<file path="config.mk">
export PLATFORM = sky130hd
export DESIGN_NAME = seqdet_word_scanner
export DESIGN_NICKNAME = d
export VERILOG_FILES = /design/src/rtl/seqdet_pkg.sv /design/src/rtl/seqdet_core.sv /design/src/rtl/seqdet_word_scanner.sv
export SDC_FILE = /design/constraint.sdc
export NUM_CORES = 1
export LEC_CHECK = 0
export CAP_MARGIN = 30
export CELL_PAD_IN_SITES_DETAIL_PLACEMENT = 1
export CELL_PAD_IN_SITES_GLOBAL_PLACEMENT = 2
export CORE_MARGIN = 1.5
export CORE_UTILIZATION = 32
export CTS_CLUSTER_SIZE = 16
export DETAILED_ROUTE_END_ITERATION = 8
export GPL_ROUTABILITY_DRIVEN = 0
export PLACE_DENSITY_LB_ADDON = 0.1
export SYNTH_ARGS = -nofsm -noshare
export SYNTH_HDL_FRONTEND = slang
export SYNTH_HIERARCHICAL = 1
export SYNTH_SLANG_ARGS = --single-unit
</file>
<file path="constraint.sdc">
create_clock -name clk -period 2.9 [get_ports clk]
set_input_delay 0.58 -clock clk [delete_from_list [all_inputs] [get_ports clk]]
set_output_delay 0.58 -clock clk [all_outputs]
set_load 0.01 [all_outputs]
</file>
<file path="src/rtl/seqdet_pkg.sv">
// rtl/seqdet_pkg.sv - shared types and defaults for the word scanner and its bit matcher
package seqdet_pkg;

  // Scanner sequencing states; encodings fixed for compatibility with existing dumps
  typedef enum logic [1:0] {
    ST_IDLE   = 2'd0,
    ST_SHIFT  = 2'd1,
    ST_REPORT = 2'd2
  } state_e;

  localparam int                   DEF_PAT_W   = 4;
  localparam logic [DEF_PAT_W-1:0] DEF_PATTERN = 4'b1101;

  localparam int REC_CNT_W = 5;
  localparam int REC_POS_W = 4;

  // Result record layout for the default configuration
  typedef struct packed {
    logic [REC_CNT_W-1:0] count;
    logic                 hit;
    logic [REC_POS_W-1:0] first_pos;
  } result_t;

endpackage

</file>
<file path="src/rtl/seqdet_core.sv">
// rtl/seqdet_core.sv - overlapping Mealy matcher whose prefix automaton is derived from PATTERN
module seqdet_core
  import seqdet_pkg::*;
#(
  parameter int               PAT_W   = DEF_PAT_W,
  parameter logic [PAT_W-1:0] PATTERN = DEF_PATTERN
) (
  input  logic clk,
  input  logic rst,
  input  logic clear,
  input  logic bit_valid,
  input  logic din,
  output logic match
);

  // State is the length of the longest proper prefix of PATTERN that ends the history
  localparam int SW = (PAT_W > 1) ? $clog2(PAT_W) : 1;

  logic [SW-1:0] len_q, len_d;
  logic          full_hit;

  // Bit i of PATTERN counted from the LSB
  function automatic logic pat_bit(input int i);
    logic [PAT_W-1:0] t;
    t = PATTERN >> i;
    return t[0];
  endfunction

  // True when the last k bits of (prefix of length len, then b) equal the first k pattern bits
  function automatic logic border_ok(input int len, input logic b, input int k);
    logic ok;
    int   pos;
    logic wb;
    ok = 1'b1;
    for (int j = 0; j < PAT_W; j++) begin
      if (j < k) begin
        pos = len + 1 - k + j;
        wb  = (pos == len) ? b : pat_bit(PAT_W - 1 - pos);
        if (wb != pat_bit(PAT_W - 1 - j)) ok = 1'b0;
      end
    end
    return ok;
  endfunction

  // Next prefix length is the longest border below PAT_W; a full-length border is a match
  always_comb begin
    len_d    = '0;
    full_hit = 1'b0;
    for (int k = 1; k <= PAT_W; k++) begin
      if ((k <= int'(len_q) + 1) && border_ok(int'(len_q), din, k)) begin
        if (k == PAT_W) full_hit = 1'b1;
        else            len_d    = SW'(k);
      end
    end
  end

  // History advances only on valid bits; clear wins over a valid bit
  always_ff @(posedge clk) begin
    if (rst || clear) len_q <= '0;
    else if (bit_valid) len_q <= len_d;
  end

  assign match = bit_valid && !clear && full_hit;

endmodule

</file>
<file path="src/rtl/seqdet_word_scanner.sv">
// rtl/seqdet_word_scanner.sv - word-to-bit sequencer and match accounting; SEQDET_CARRY_EN keeps matcher history across words
module seqdet_word_scanner
  import seqdet_pkg::*;
#(
  parameter int               WORD_W  = 16,
  parameter int               PAT_W   = DEF_PAT_W,
  parameter logic [PAT_W-1:0] PATTERN = DEF_PATTERN,
  parameter int               CNT_W   = 5,
  parameter int               POS_W   = 4
) (
  input  logic              clk,
  input  logic              rst,
  input  logic              in_valid,
  output logic              in_ready,
  input  logic [WORD_W-1:0] in_word,
  output logic              out_valid,
  input  logic              out_ready,
  output logic [CNT_W-1:0]  out_count,
  output logic              out_hit,
  output logic [POS_W-1:0]  out_first_pos
);

  localparam logic [POS_W-1:0] LAST_BIT = POS_W'(WORD_W - 1);

  state_e            state_q, state_d;
  logic [WORD_W-1:0] shreg_q, shreg_d;
  logic [POS_W-1:0]  bitcnt_q, bitcnt_d;
  logic [CNT_W-1:0]  count_q, count_d;
  logic              hit_q, hit_d;
  logic [POS_W-1:0]  first_pos_q, first_pos_d;

  logic core_clear;
  logic core_valid;
  logic core_match;

  seqdet_core #(
    .PAT_W  (PAT_W),
    .PATTERN(PATTERN)
  ) u_core (
    .clk      (clk),
    .rst      (rst),
    .clear    (core_clear),
    .bit_valid(core_valid),
    .din      (shreg_q[WORD_W-1]),
    .match    (core_match)
  );

  // Sequencing: accept a word, feed it MSB-first, then hold the record until taken
  always_comb begin
    state_d     = state_q;
    shreg_d     = shreg_q;
    bitcnt_d    = bitcnt_q;
    count_d     = count_q;
    hit_d       = hit_q;
    first_pos_d = first_pos_q;
    core_clear  = 1'b0;
    core_valid  = 1'b0;
    case (state_q)
      ST_IDLE: begin
        if (in_valid) begin
          shreg_d     = in_word;
          bitcnt_d    = '0;
          count_d     = '0;
          hit_d       = 1'b0;
          first_pos_d = '0;
          state_d     = ST_SHIFT;
`ifdef SEQDET_CARRY_EN
          core_clear  = 1'b0;
`else
          core_clear  = 1'b1;
`endif
        end
      end
      ST_SHIFT: begin
        core_valid = 1'b1;
        shreg_d    = shreg_q << 1;
        bitcnt_d   = bitcnt_q + POS_W'(1);
        if (core_match) begin
          if (count_q != '1) count_d = count_q + CNT_W'(1);
          if (!hit_q) begin
            hit_d       = 1'b1;
            first_pos_d = bitcnt_q;
          end
        end
        if (bitcnt_q == LAST_BIT) state_d = ST_REPORT;
      end
      ST_REPORT: begin
        if (out_ready) state_d = ST_IDLE;
      end
      default: state_d = ST_IDLE;
    endcase
  end

  // State and result registers; reset discards any word in flight
  always_ff @(posedge clk) begin
    if (rst) begin
      state_q     <= ST_IDLE;
      shreg_q     <= '0;
      bitcnt_q    <= '0;
      count_q     <= '0;
      hit_q       <= 1'b0;
      first_pos_q <= '0;
    end else begin
      state_q     <= state_d;
      shreg_q     <= shreg_d;
      bitcnt_q    <= bitcnt_d;
      count_q     <= count_d;
      hit_q       <= hit_d;
      first_pos_q <= first_pos_d;
    end
  end

  assign in_ready      = (state_q == ST_IDLE);
  assign out_valid     = (state_q == ST_REPORT);
  assign out_count     = count_q;
  assign out_hit       = hit_q;
  assign out_first_pos = first_pos_q;

endmodule

</file>
## Word level (Yosys, flattened, before mapping)

Index checks and enable logic that the tools add are counted.

| storage, ports and cells | value |
|---|---|
| logic and storage cells | 124 |
| bits in registers | 34 |
| output and inout port bits | 12 |
| bits of input ports | 20 |

| operators by class | value |
|---|---|
| order comparisons | 4 |
| reduce and logical (&&, ||, !) cells | 15 |
| shift operators | 10 |
| multiplexer cells | 45 |
| equality and inequality tests | 20 |
| add/subtract/negate cells | 23 |

Operators by type and width:

| cell | count |
|---|---|
| 32-bit by 3-bit equality test with 1-bit output | 10 |
| 4-bit by 32-bit >> shifter with 1-bit output (first input constant) | 10 |
| 3-bit by 32-bit subtractor with 32-bit output (first input constant) | 10 |
| 32-bit by 2-bit adder with 32-bit output (second input constant) | 3 |
| 32-bit by 3-bit adder with 32-bit output (second input constant) | 3 |
| 3-bit by 32-bit less-or-equal comparator with 1-bit output (first input constant) | 2 |
| 32-bit by 3-bit subtractor with 32-bit output (second input constant) | 2 |
| 4-bit by 32-bit less-or-equal comparator with 1-bit output (first input constant) | 1 |
| 16-bit one-hot mux with 2 select lines | 1 |
| 32-bit by 2-bit subtractor with 32-bit output (second input constant) | 1 |
| 32-bit by 4-bit subtractor with 32-bit output (second input constant) | 1 |
| 1-bit 2-to-1 mux | 27 |
| 16-bit 2-to-1 mux | 1 |
| 4-bit one-hot mux with 2 select lines | 2 |
| 5-bit 2-to-1 mux | 3 |
| 4-bit 2-to-1 mux | 3 |
| 2-bit 2-to-1 mux | 5 |
| 2-bit != test (second input constant) | 5 |
| 5-bit one-hot mux with 2 select lines | 1 |
| 4-bit AND reduction | 2 |
| 1-bit logical AND | 6 |
| 2-bit one-hot mux with 3 select lines | 1 |
| 3-bit AND reduction | 2 |
| 5-bit by 1-bit adder with 5-bit output (second input constant) | 1 |
| 14 further kinds | 14 |

## Logic depth before layout (Yosys ltp)

Gate-level depths: netlist of run 1.

| logic depth | value |
|---|---|
| depth in word-level cells | 14 |
| mapped depth | 12 |
| depth with buffers taken out | 12 |

## Cells and area by module

Netlist of run 1, hierarchy kept.

By module, submodules not included:

| module | area an instance (µm²) | instances | seq. area each (µm²) | cells each |
|---|---|---|---|---|
| seqdet_word_scanner | 1478.9 | 1 | 640.6 | 157 |
| seqdet_core | 415.4 | 1 | 40.0 | 47 |

## Least setup slack after synthesis of run 1

No wires, ideal clock.

| path | value |
|---|---|
| path type | register to register |
| from | register u_core.len_q[0] |
| to | register count_q[2] (netlist: out_count[2]) |
| buffers on the path | 0 |
| stages on the path, launching flop included | 9 |
| library setup time | 0.078 ns |
| arrival | 2.200 ns |
| data required time | 2.822 ns |
| setup slack | 0.622 ns |
| clock period less this slack | 2.278 ns |
| path through | dfxtp_1 -> inv_1 -> ha_1 -> xor3_1 -> mux2_4 -> and4b_1 -> and4bb_2 -> o221a_2 -> nor3_1 |

| on the way | value |
|---|---|
| longest elaborated chain between the ends | 14 |
| elaborated cells on any way between the ends | 31 |
| classes of those cells | 9 x add/sub; 1 x order compare; 5 x eq/ne; 4 x shift; 9 x mux; 3 x reduce/logical |

RTL lines:

| element | RTL line | source |
|---|---|---|
| from (decl) | seqdet_core.sv:19 | `logic [SW-1:0] len_q, len_d;` |
| from (signal assigned) | seqdet_core.sv:60 | `else if (bit_valid) len_q <= len_d;` |
| 2-bit by 1-bit adder with 3-bit output | seqdet_core.sv:37, seqdet_core.sv:50 |  |
| 32-bit by 4-bit subtractor with 32-bit output | seqdet_core.sv:37 | `pos = len + 1 - k + j;` |
| 32-bit by 2-bit adder with 32-bit output / 3-bit by 32-bit subtractor with 32-bit output (equally long branches) | seqdet_core.sv:37, seqdet_core.sv:38 |  |
| 3-bit by 32-bit subtractor with 32-bit output / 4-bit by 32-bit >> shifter with 1-bit output (equally long branches) | seqdet_core.sv:38, seqdet_core.sv:25 |  |
| 4-bit by 32-bit >> shifter with 1-bit output / 1-bit 2-to-1 mux (equally long branches) | seqdet_core.sv:25, seqdet_core.sv:38 |  |
| 1-bit 2-to-1 mux (on tied branches) | seqdet_core.sv:38, seqdet_core.sv:39 |  |
| 1-bit 2-to-1 mux (3 in a row) | seqdet_core.sv:39 | `if (wb != pat_bit(PAT_W - 1 - j)) ok = 1'b0;` |
| 1-bit logical AND (*) | seqdet_core.sv:50 | `if ((k <= int'(len_q) + 1) && border_ok(int'(len_q), din, k)) begin` |
| 1-bit 2-to-1 mux (*) | seqdet_core.sv:50 |  |
| 1-bit logical AND (*) | seqdet_core.sv:63 | `assign match = bit_valid && !clear && full_hit;` |
| named net core_match | seqdet_word_scanner.sv:34 | `logic core_match;` |
| 2-bit != test (no line) (*) | n/a |  |
| 4-bit AND reduction (no line) (*) | n/a |  |
| to (signal assigned) | seqdet_word_scanner.sv:107 | `count_q <= count_d;` |
| to (decl) | seqdet_word_scanner.sv:28 | `logic [CNT_W-1:0] count_q, count_d;` |

The timed path passes the listed nets; every way through them passes the cells marked *.
A chain may end at the register's enable or synchronous reset.

## Final worst setup path of run 1

| path | value |
|---|---|
| from | register u_core.len_q[0] |
| to | register first_pos_q[3] (netlist: out_first_pos[3]) |

| on the way | value |
|---|---|
| longest elaborated chain between the ends | 14 |
| elaborated cells on any way between the ends | 31 |
| classes of those cells | 9 x add/sub; 1 x order compare; 5 x eq/ne; 4 x shift; 9 x mux; 3 x reduce/logical |

RTL lines:

| element | RTL line | source |
|---|---|---|
| 2-bit by 1-bit adder with 3-bit output | seqdet_core.sv:37, seqdet_core.sv:50 |  |
| 32-bit by 4-bit subtractor with 32-bit output | seqdet_core.sv:37 |  |
| 32-bit by 2-bit adder with 32-bit output / 3-bit by 32-bit subtractor with 32-bit output (equally long branches) | seqdet_core.sv:37, seqdet_core.sv:38 |  |
| 3-bit by 32-bit subtractor with 32-bit output / 4-bit by 32-bit >> shifter with 1-bit output (equally long branches) | seqdet_core.sv:38, seqdet_core.sv:25 |  |
| 4-bit by 32-bit >> shifter with 1-bit output / 1-bit 2-to-1 mux (equally long branches) | seqdet_core.sv:25, seqdet_core.sv:38 |  |
| 1-bit 2-to-1 mux (on tied branches) | seqdet_core.sv:38, seqdet_core.sv:39 |  |
| 1-bit 2-to-1 mux (3 in a row) | seqdet_core.sv:39 |  |
| 1-bit logical AND (*) | seqdet_core.sv:50 |  |
| 1-bit 2-to-1 mux (*) | seqdet_core.sv:50 |  |
| 1-bit logical AND (*) | seqdet_core.sv:63 |  |
| named net core_match | seqdet_word_scanner.sv:34 |  |
| 2-bit != test (no line) (*) | n/a |  |
| 4-bit AND reduction (no line) (*) | n/a |  |
| to (signal assigned) | seqdet_word_scanner.sv:109 | `first_pos_q <= first_pos_d;` |
| to (decl) | seqdet_word_scanner.sv:30 | `logic [POS_W-1:0] first_pos_q, first_pos_d;` |

Marks and branches as above.

==> metrics, run 1 <==
status=finished, final reports clean; R2R Setup Slk=approximately 310 ps; HPWL Detailed=3410 um; Rows=27; crit path max fanout=6; die area=6390 um^2; hold-critical path depth=2; Avg Cell Area, Syn=9.286 um^2; worst-skew pair later-pin latency=280 ps; port bufs=31; sequential area share after synthesis=between 30% and 40%; Post-Syn Area=between 1500 and 2000 um^2; leakage=slightly below 0.9 nW; Slew @ Worst Pin=496.3 ps; CORE AREA=5608 um^2; Crit path arrival time=2800 ps; Syn-to-layout area delta=23.18%; largest net degree at the start of global routing=38; vias in the first global route=1659; DRT Pass-1 Iters=4; final hold violation count=0; clk slew on worst S/H paths=70 ps; post-synth top area share=35.93%; GRT Total Usage=between 10% and 20%; initial antenna violation count=0; wire length per cell=15.34 um; die height=79.94 um; detail-routed via count per cell=between 5 and 6; r2r worst-path depth=8; Max clock buf depth=2; Critical Path RT=3110 ps; I/O pin total=32; area leader, netlist=dfxtp_1; Syn. warnings=6; Post-CTS Resized=0; Cell variety after synth=47; DIE WIDTH=approximately 80 um; first-pass GRT wire length=7948 um; Pwr Density=449.1 nW/um^2; vias post-DR=1571; Max IR drop VDD=0.2691 mV; final wirelength=4741 um; FF-to-FF Start=u_core/len_q[0]$_SDFFE_PP0P_; Worst Hold Endpoint=shreg_q[6]$_SDFFE_PP0P_; total gr overflow=0; HP Class=reg2reg; Iteration-0 DRC Markers=18; ant diodes=0; CTS sink cnt=34; commonest non-fill, non-tap cell in the layout=dfxtp_1; utilization after layout=41.61%; Critical Path Sink Type=register; HP Start=shreg_q[6]$_SDFFE_PP0P_; max-cap violation count=0; Final period util=89.38%; top cells by area, synth=dfxtp_1, ha_1, a21oi_1, a22oi_2, inv_1; critical path launch point type=register; Max Clk Rate=roughly 390 MHz; Post-synth top flop=dfxtp_1; Slew Limit Fails=0; minimum clock period=around 2600 ps; Post-route DRC=0; cts bufs inserted=5; Final Setup Violations=0; Setup TNS Final=0 ps; Layout Nets=275; Hold Buf Count CTS=0; H-tree depth=2; clk_skew=8.030 ps; post-CTS setup buffer count=0; Synth async-reset ratio=0%; EDFF count, synth=0; initial core utilization=33.78%; Clock Root Buffer=clkbuf_8; register bit total from synthesis=34; reg2reg end=out_first_pos[3]$_SDFFE_PP0P_; TritonCTS clock tree=built; net count after synthesis=242; layout cells sized above 1=11.81%; RSZ-0062 raised after global routing=no; WS Path Type=reg2reg; most frequent cells in the layout=dfxtp_1, clkdlybuf4s50_1, a21oi_1; Cells after Synth=204; worst rel slew slack=66.91%; Antenna Violating Nets Remaining=0; Fin Hold WS=469.9 ps
[critical path, cell delays in order, from the launching register on]
cell and delay, ps:
dfxtp_1 470, inv_1 150, ha_1 360, xor3_1 280
mux2_4 230, and4b_1 260, nand3b_1 90, a21oi_1 440
mux2i_1 240
[metrics by stage]
stage          power, mW  worst slack [ps]  area, um^2  std cells
6_report           1.048             308.0        2333        309
5_1_grt            1.125             44.69        2333        309
4_1_cts            1.069             201.8        2331        309
3_5_place_dp      0.7320             233.7        2251        302
3_3_place_gp      0.7192             384.9        2251        302
2_1_floorplan     0.6648             622.2        1894        204
[registers in the layout, indices dropped and copies added (netlist names)]
register / count
shreg_q: 16
out_count: 5
bitcnt_q: 4
out_first_pos: 4
state_q: 2
u_core/len_q: 2
out_hit: 1
[worst max path at each step]
| stage | from | end | depth (start not counted) |
|---|---|---|---|
| after floorplan | u_core/len_q[0]$_SDFFE_PP0P_ | out_count[2]$_SDFFE_PP0P_ | 8 |
| after global placement | in_valid | out_count[3]$_SDFFE_PP0P_ | 7 |
| after detailed placement | u_core/len_q[0]$_SDFFE_PP0P_ | u_core/len_q[0]$_SDFFE_PP0P_ | 11 |
| after global routing | u_core/len_q[0]$_SDFFE_PP0P_ | u_core/len_q[0]$_SDFFE_PP0P_ | 11 |
| after CTS | u_core/len_q[0]$_SDFFE_PP0P_ | u_core/len_q[0]$_SDFFE_PP0P_ | 11 |
| final | u_core/len_q[0]$_SDFFE_PP0P_ | out_first_pos[3]$_SDFFE_PP0P_ | 8 |
[power breakdown]
group	switching [mW]	internal [mW]	total, mW	leakage [nW]
Sequential	0.0188	0.491	0.510	0.278
Combinational	0.109	0.101	0.210	0.572
Clock	0.164	0.164	0.328	0.0373
Total	0.291	0.757	1.05	0.887
[final cells by class]
cell class / count / area, um^2
clock buffer: 6 / 72.57
clock inverter: 1 / 7.507
fill: 701 / 3274
inverter: 17 / 66.31
multi-input combinational: 142 / 1061
sequential: 34 / 680.7
tap: 72 / 90.09
timing repair buffer: 37 / 355.3
[routing by layer]
layer	up-vias	track usage (%)	part of all wire, %	wire, um
met3	4	3.429	2.7	126
met5	-	0	0	0
li1	782	-	-	-
met2	23	27.98	49	2320
met1	762	20.12	47	2251
met4	0	4.655	0.89	42
[kinds of logic after synthesis]
| logic type | count (synthesis) | share of synthesized area (%) |
|---|---|---|
| muxes | 5 | 2.906 |
| buffers and inverters | 28 | 8.190 |
| DFF | 34 | 35.93 |
| xor gates and xnor gates | 3 | 2.180 |
| AOI/OAI and AO/OA | 53 | 20.67 |
| adders and majority gates | 18 | 11.89 |
| and+or+nand+nor | 63 | 18.23 |
[synth_stat cells, drive strengths merged (2+ instances only)]
library cell  number
ha                18
nand2b             8
nor3               2
dfxtp             34
buf                8
a2111oi            4
a211oi             2
a22oi              8
nand2             14
xnor2              2
nand3b             5
nor2b              2
clkbuf             3
mux2i              4
nor2              14
o21ai              4
nand3              7
o221a              6
inv               17
a21oi             24
Note: power is estimated with default switching activity, not from simulation.
==> run 2, diff against run 1 <==
--- a/config.mk
+++ b/config.mk
@@ -9,7 +9,7 @@
 export CELL_PAD_IN_SITES_DETAIL_PLACEMENT = 1
 export CELL_PAD_IN_SITES_GLOBAL_PLACEMENT = 2
 export CORE_MARGIN = 1.5
-export CORE_UTILIZATION = 32
+export CORE_UTILIZATION = 35
 export CTS_CLUSTER_SIZE = 16
 export DETAILED_ROUTE_END_ITERATION = 8
 export GPL_ROUTABILITY_DRIVEN = 0
==> constraint.sdc (replaced) <==
create_clock -name clk -period 3.2 [get_ports clk]
set_input_delay 0.64 -clock clk [delete_from_list [all_inputs] [get_ports clk]]
set_output_delay 0.64 -clock clk [all_outputs]
set_load 0.01 [all_outputs]
==> metrics, run 2 (synthesis results as in run 1) <==
status=finished, final reports clean; die height=76.57 um (-4.2%); Max IR drop VDD=0.2141 mV (-20%); critical path launch point type=register; max-cap violation count=0 (unchanged); Syn-to-layout area delta=23.71%; Critical Path Sink Type=register; RSZ-0062 raised after global routing=no; clk_skew=6.083 ps (-1.947 ps); hold-critical path depth=2 (unchanged); ant diodes=0 (unchanged); vias in the first global route=1624 (-2.1%); crit path max fanout=6 (unchanged); leakage=0.8980 nW (+1.2%); commonest non-fill, non-tap cell in the layout=dfxtp_1; CTS sink cnt=34 (unchanged); reg2reg end=out_first_pos[2]$_SDFFE_PP0P_; layout cells sized above 1=12.18% (+0.37 points); FF-to-FF Start=u_core/len_q[0]$_SDFFE_PP0P_; Setup TNS Final=0 ps (unchanged); Antenna Violating Nets Remaining=0 (unchanged); Post-CTS Resized=0 (unchanged); GRT Total Usage=17.25% (+1.0 points); DRT Pass-1 Iters=4 (unchanged); TritonCTS clock tree=built; DIE WIDTH=76.57 um (-4.2%); cts bufs inserted=5 (unchanged); HP Class=reg2reg; Placed Instance Area=2248 um^2 (-0.11%); wire length per cell=15.25 um (-0.63%); detail-routed via count per cell=5.211 (+2.5%); Layout Nets=275 (unchanged); Slew Limit Fails=0 (unchanged); Hold Buf Count CTS=0 (unchanged); final wirelength=4696 um (-0.95%); Rows=26 (-3.7%); most frequent cells in the layout=dfxtp_1, clkdlybuf4s50_1, a21oi_1; Critical Path Slowest Stage Cell=a21oi_1; initial core utilization=36.62% (+2.8 points); Biggest register=shreg_q; port bufs=31 (unchanged); die area=5863 um^2 (-8.3%); post-CTS setup buffer count=0 (unchanged); Critical Path RT=3410 ps (+300 ps); Max clock buf depth=2 (unchanged); max reg flops=16 (unchanged); minimum clock period=2666 ps (+74.43 ps); crit-path max cell delay=490 ps (+20 ps); R2R Setup Slk=530 ps (+230 ps); first-pass GRT wire length=7941 um (about the same); final hold violation count=0 (unchanged); HPWL Detailed=3475 um (+1.9%); largest net degree at the start of global routing=26 (-32%); Pwr Density=422.4 nW/um^2 (-5.9%); Final period util=83.33% (-6.1 points); Post-route DRC=0 (unchanged); worst path cell trace=inv_1, ha_1, xor3_1, mux2_4, and4b_1, nand3b_1, a21oi_1, mux2i_1; worst rel slew slack=62.49% (-4.4 points); initial antenna violation count=0 (unchanged); Final Setup Violations=0 (unchanged); clk slew on worst S/H paths=70 ps (about the same); worst path buffer plus inverter count=1 (unchanged); worst-skew pair later-pin latency=290 ps (about the same); r2r worst-path depth=8 (unchanged); Clock Root Buffer=clkbuf_8; total gr overflow=0 (unchanged); H-tree depth=2 (unchanged); WS Path Type=reg2reg; HP Start=shreg_q[4]$_SDFFE_PP0P_; Worst Hold Endpoint=shreg_q[4]$_SDFFE_PP0P_; delay-heaviest family, CP=multiplexers; vias post-DR=1605 (+2.2%); CORE AREA=5172 um^2 (-7.8%); I/O pin total=32 (unchanged); Max Clk Rate=375.0 MHz (-2.8%); Slew @ Worst Pin=562.6 ps (+66.33 ps); Non-Filler Cell Area, Final=2344 um^2 (+0.43%); Iteration-0 DRC Markers=58 (+40); Crit path arrival time=2880 ps (+80 ps)
## run 2: cell types whose count changed in the layout (fill, tap and decap cells not counted)
cell,before,now
clkbuf_1,1,0
clkbuf_8,5,6
clkinv_2,0,1
ha_1,17,18
ha_2,1,0
## run 2: final cells by class
type,instances,area [um^2]
clock inverters,2,12.51
multi-input cells,142,1059
repair buffers,37,355.3
fillers,593,2829
flip-flops and latches,34,680.7
inverters,17,66.31
well taps,70,87.58
clock buffers,6,82.58
## run 2: worst max path at each step
| stage | startpoint | endpoint | slack, ps | depth (start not counted) |
|---|---|---|---|---|
| 2_1_floorplan | u_core/len_q[0]$_SDFFE_PP0P_ | out_count[2]$_SDFFE_PP0P_ | 920 | 8 |
| 3_3_place_gp | in_valid | out_count[2]$_SDFFE_PP0P_ | 540 | 7 |
| 3_5_place_dp | in_valid | out_count[2]$_SDFFE_PP0P_ | 480 | 7 |
| 4_1_cts | u_core/len_q[0]$_SDFFE_PP0P_ | u_core/len_q[0]$_SDFFE_PP0P_ | 500 | 11 |
| 5_1_grt | u_core/len_q[0]$_SDFFE_PP0P_ | u_core/len_q[0]$_SDFFE_PP0P_ | 270 | 11 |
| 6_report | u_core/len_q[0]$_SDFFE_PP0P_ | out_first_pos[2]$_SDFFE_PP0P_ | 530 | 8 |
## run 2: where the power goes
part           internal, mW  total, mW  switching (mW)  leakage, nW
Clock                 0.173      0.337           0.164       0.0472
Combinational        0.0922      0.191          0.0992        0.573
Sequential            0.445      0.462          0.0169        0.278
Total                 0.710      0.990           0.280        0.898
## run 2: worst register-to-register path: stages (launching register included)
cell,delay (ps)
dfxtp_1,470
inv_1,150
ha_1,360
xor3_1,260
mux2_4,240
and4b_1,260
nand3b_1,100
a21oi_1,490
mux2i_1,260
## run 2: through the flow
step                      worst slack (ps)  utilization (%)  power [mW]  cells  hold WS, ps
after floorplan                      922.2                -      0.6025    204        436.7
after global placement               537.6            43.47      0.6518    300        452.0
after detailed placement             483.4            43.47      0.6653    300        463.6
after CTS                            499.1            45.31       1.006    308        474.2
after global routing                 274.2            45.31       1.048    308        489.3
final                                533.5            45.31      0.9899    308        472.1
## run 2: per-layer routing
metal,track usage (%),routed length [um],vias to the layer above
li1,-,-,785
met1,19.49,2107,791
met2,31.34,2403,24
met3,4.551,147,5
met4,5.556,37,0
met5,0,0,-
==> run 3, diff against run 2 <==
--- a/config.mk
+++ b/config.mk
@@ -9,7 +9,7 @@
 export CELL_PAD_IN_SITES_DETAIL_PLACEMENT = 1
 export CELL_PAD_IN_SITES_GLOBAL_PLACEMENT = 2
 export CORE_MARGIN = 1.5
-export CORE_UTILIZATION = 35
+export CORE_UTILIZATION = 29
 export CTS_CLUSTER_SIZE = 16
 export DETAILED_ROUTE_END_ITERATION = 8
 export GPL_ROUTABILITY_DRIVEN = 0
==> constraint.sdc (replaced) <==
create_clock -name clk -period 2.42 [get_ports clk]
set_input_delay 0.484 -clock clk [delete_from_list [all_inputs] [get_ports clk]]
set_output_delay 0.484 -clock clk [all_outputs]
set_load 0.01 [all_outputs]
==> metrics, run 3 (synthesis results as in run 1) <==
layout cells sized above 1=16.87% (+4.7 points); Iteration-0 DRC Markers=64 (+10%); Final Setup Violations=0 (unchanged); GRT Total Usage=14.25% (-3.0 points); R2R Setup Slk=80 ps (-460 ps); utilization after layout=38.21% (-7.1 points); Pwr Density=529.7 nW/um^2 (+25%); Flop pwr share=47.5% (+0.8 points); worst-skew pair later-pin latency=280 ps (about the same); die area=7026 um^2 (+20%); ant diodes=0 (unchanged); I/O pin total=32 (unchanged); P_int=918.6 uW (+29%); leakage=0.9322 nW (+3.8%); Max clock buf depth=2 (unchanged); Non-Filler Cell Area, Final=2412 um^2 (+2.9%); total gr overflow=0 (unchanged); final wirelength=4809 um (+2.4%); Crit path arrival time=2560 ps (-320 ps); Hold Buf Count CTS=0 (unchanged); worst path cell trace=inv_2, ha_4, xor3_1, mux2_4, and4b_2, and4bb_2, o221a_2, nor3_2; Max IR drop VDD=0.1814 mV (-15%); vias post-DR=1597 (-0.50%); Layout Nets=281 (+2.2%); HP Class=reg2reg; Final period util=96.81% (+13 points); Placed Instance Area=2295 um^2 (+2.1%); Biggest register=shreg_q; total power=1.278 mW (+29%); detail-routed via count per cell=4.991 (-4.2%); critical path launch point type=register; Syn-to-layout area delta=27.34%; Rows=29 (+12%); TritonCTS clock tree=built; Layout Cells excl Fill=320 (+3.9%); Critical Path RT=2630 ps (-780 ps); max reg flops=16 (unchanged); combinational share of power=21.6% (+2.3 points); Max Clk Rate=426.9 MHz (+14%); DRT Pass-1 Iters=4 (unchanged); crit-path max cell delay=390 ps (-100 ps); cts bufs inserted=5 (unchanged); worst path buffer plus inverter count=1 (unchanged); die height=83.82 um (+9.5%); HPWL Detailed=3477 um (about the same); r2r worst-path depth=8 (unchanged); delay-heaviest family, CP=simple AND/OR/NAND/NOR gates; Slew @ Worst Pin=332.9 ps (-229.7 ps); H-tree depth=2 (unchanged); reg2reg end=out_count[2]$_SDFFE_PP0P_; Post-route DRC=0 (unchanged); clk_skew=6.495 ps (+0.4122 ps); switching portion of total power=28.11% (-0.16 points); max-cap violation count=0 (unchanged); port bufs=31 (unchanged); commonest non-fill, non-tap cell in the layout=dfxtp_1; Slew Limit Fails=0 (unchanged); Antenna Violating Nets Remaining=0 (unchanged); switching power=359.2 uW (+28%); minimum clock period=2343 ps (-323.8 ps); clock group share of total power=30.9% (-3.1 points); Critical Path Sink Type=register; DP Cell Count=312 (+4.0%); DIE WIDTH=83.82 um (+9.5%); clk slew on worst S/H paths=70 ps (about the same); HP Start=shreg_q[6]$_SDFFE_PP0P_; first-pass GRT wire length=8059 um (+1.5%); Critical Path Slowest Stage Cell=xor3_1; FF-to-FF Start=u_core/len_q[0]$_SDFFE_PP0P_; worst rel slew slack=77.23% (+15 points); Worst Hold Endpoint=shreg_q[6]$_SDFFE_PP0P_; vias in the first global route=1685 (+3.8%); largest net degree at the start of global routing=24 (-7.7%); crit path max fanout=5 (-1); CORE AREA=6314 um^2 (+22%); WS Path Type=reg2reg; initial core utilization=30.00% (-6.6 points); hold-critical path depth=2 (unchanged); wire length per cell=15.03 um (-1.4%); status=finished, final reports clean; Clock Root Buffer=clkbuf_8; final hold violation count=0 (unchanged); fill count=738 (+24%); initial antenna violation count=0 (unchanged); CTS sink cnt=34 (unchanged); most frequent cells in the layout=dfxtp_1, clkdlybuf4s50_1, a21oi_1
[run 3: worst register-to-register path: cells and delay by family, from the launching register on]
family,cells,cell delay [ps]
and+or+nand+nor,3,620
xor gates and xnor gates,1,390
DFF,1,350
muxes,1,330
adders and majority gates,1,250
AOI/OAI and AO/OA,1,240
buffers and inverters,1,80
[run 3: per-layer routing]
| metal | part of all wire [%] | vias up | routed length [um] | GRT usage (%) |
|---|---|---|---|---|
| li1 | - | 793 | - | - |
| met2 | 50 | 20 | 2408 | 25.29 |
| met5 | 0 | - | 0 | 0 |
| met4 | 0.79 | 0 | 38 | 3.577 |
| met1 | 46 | 779 | 2219 | 17.22 |
| met3 | 3.0 | 5 | 142 | 3.462 |
[run 3: area by class of cell]
class,count,area (um^2),share of cell area (%)
Sequential cell,34,680.7,28.22
Tap cell,77,96.34,3.994
Clock inverter,2,10.01,0.4149
Inverter,17,66.31,2.749
Multi-Input combinational cell,142,1090,45.18
Clock buffer,5,68.82,2.853
Timing Repair Buffer,43,400.4,16.60
[run 3: how the worst max path moves through the flow]
stage                     slack [ps]                            to                         start  depth (start not counted)
after detailed placement          20     out_count[2]$_SDFFE_PP0P_                      in_valid                          7
after global placement            80     out_count[2]$_SDFFE_PP0P_                      in_valid                          7
after floorplan                  140     out_count[2]$_SDFFE_PP0P_  u_core/len_q[0]$_SDFFE_PP0P_                          8
after CTS                         30  u_core/len_q[1]$_SDFFE_PP0P_  u_core/len_q[0]$_SDFFE_PP0P_                         10
after global routing             -10  u_core/len_q[0]$_SDFFE_PP0P_  u_core/len_q[1]$_SDFFE_PP0P_                         12
final                             80     out_count[2]$_SDFFE_PP0P_  u_core/len_q[0]$_SDFFE_PP0P_                          8
[run 3: repair_timing]
item	4_1_cts	5_1_grt
buffers inserted	0	1
pin swaps	0	1
resized for setup	1	7
hold endpoints to repair	0	0
setup endpoints to repair	1	3
[run 3: through the flow]
| stage | worst slack, ps | setup TNS, ps | hold WS [ps] |
|---|---|---|---|
| 6_report | 77.29 | 0 | 471.5 |
| 2_1_floorplan | 142.2 | 0 | 436.7 |
| 5_1_grt | -11.77 | -11.77 | 505.0 |
| 4_1_cts | 28.45 | 0 | 473.9 |
| 3_5_place_dp | 23.94 | 0 | 459.5 |
| 3_3_place_gp | 82.63 | 0 | 453.6 |
[run 3: power groups by stage]
stage | clock, mW | combinational (mW) | sequential (mW)
6_report | 0.394 | 0.276 | 0.607
5_1_grt | 0.434 | 0.310 | 0.611
4_1_cts | 0.409 | 0.270 | 0.607
3_5_place_dp | 0 | 0.267 | 0.620
3_3_place_gp | 0 | 0.256 | 0.619
2_1_floorplan | 0 | 0.182 | 0.615
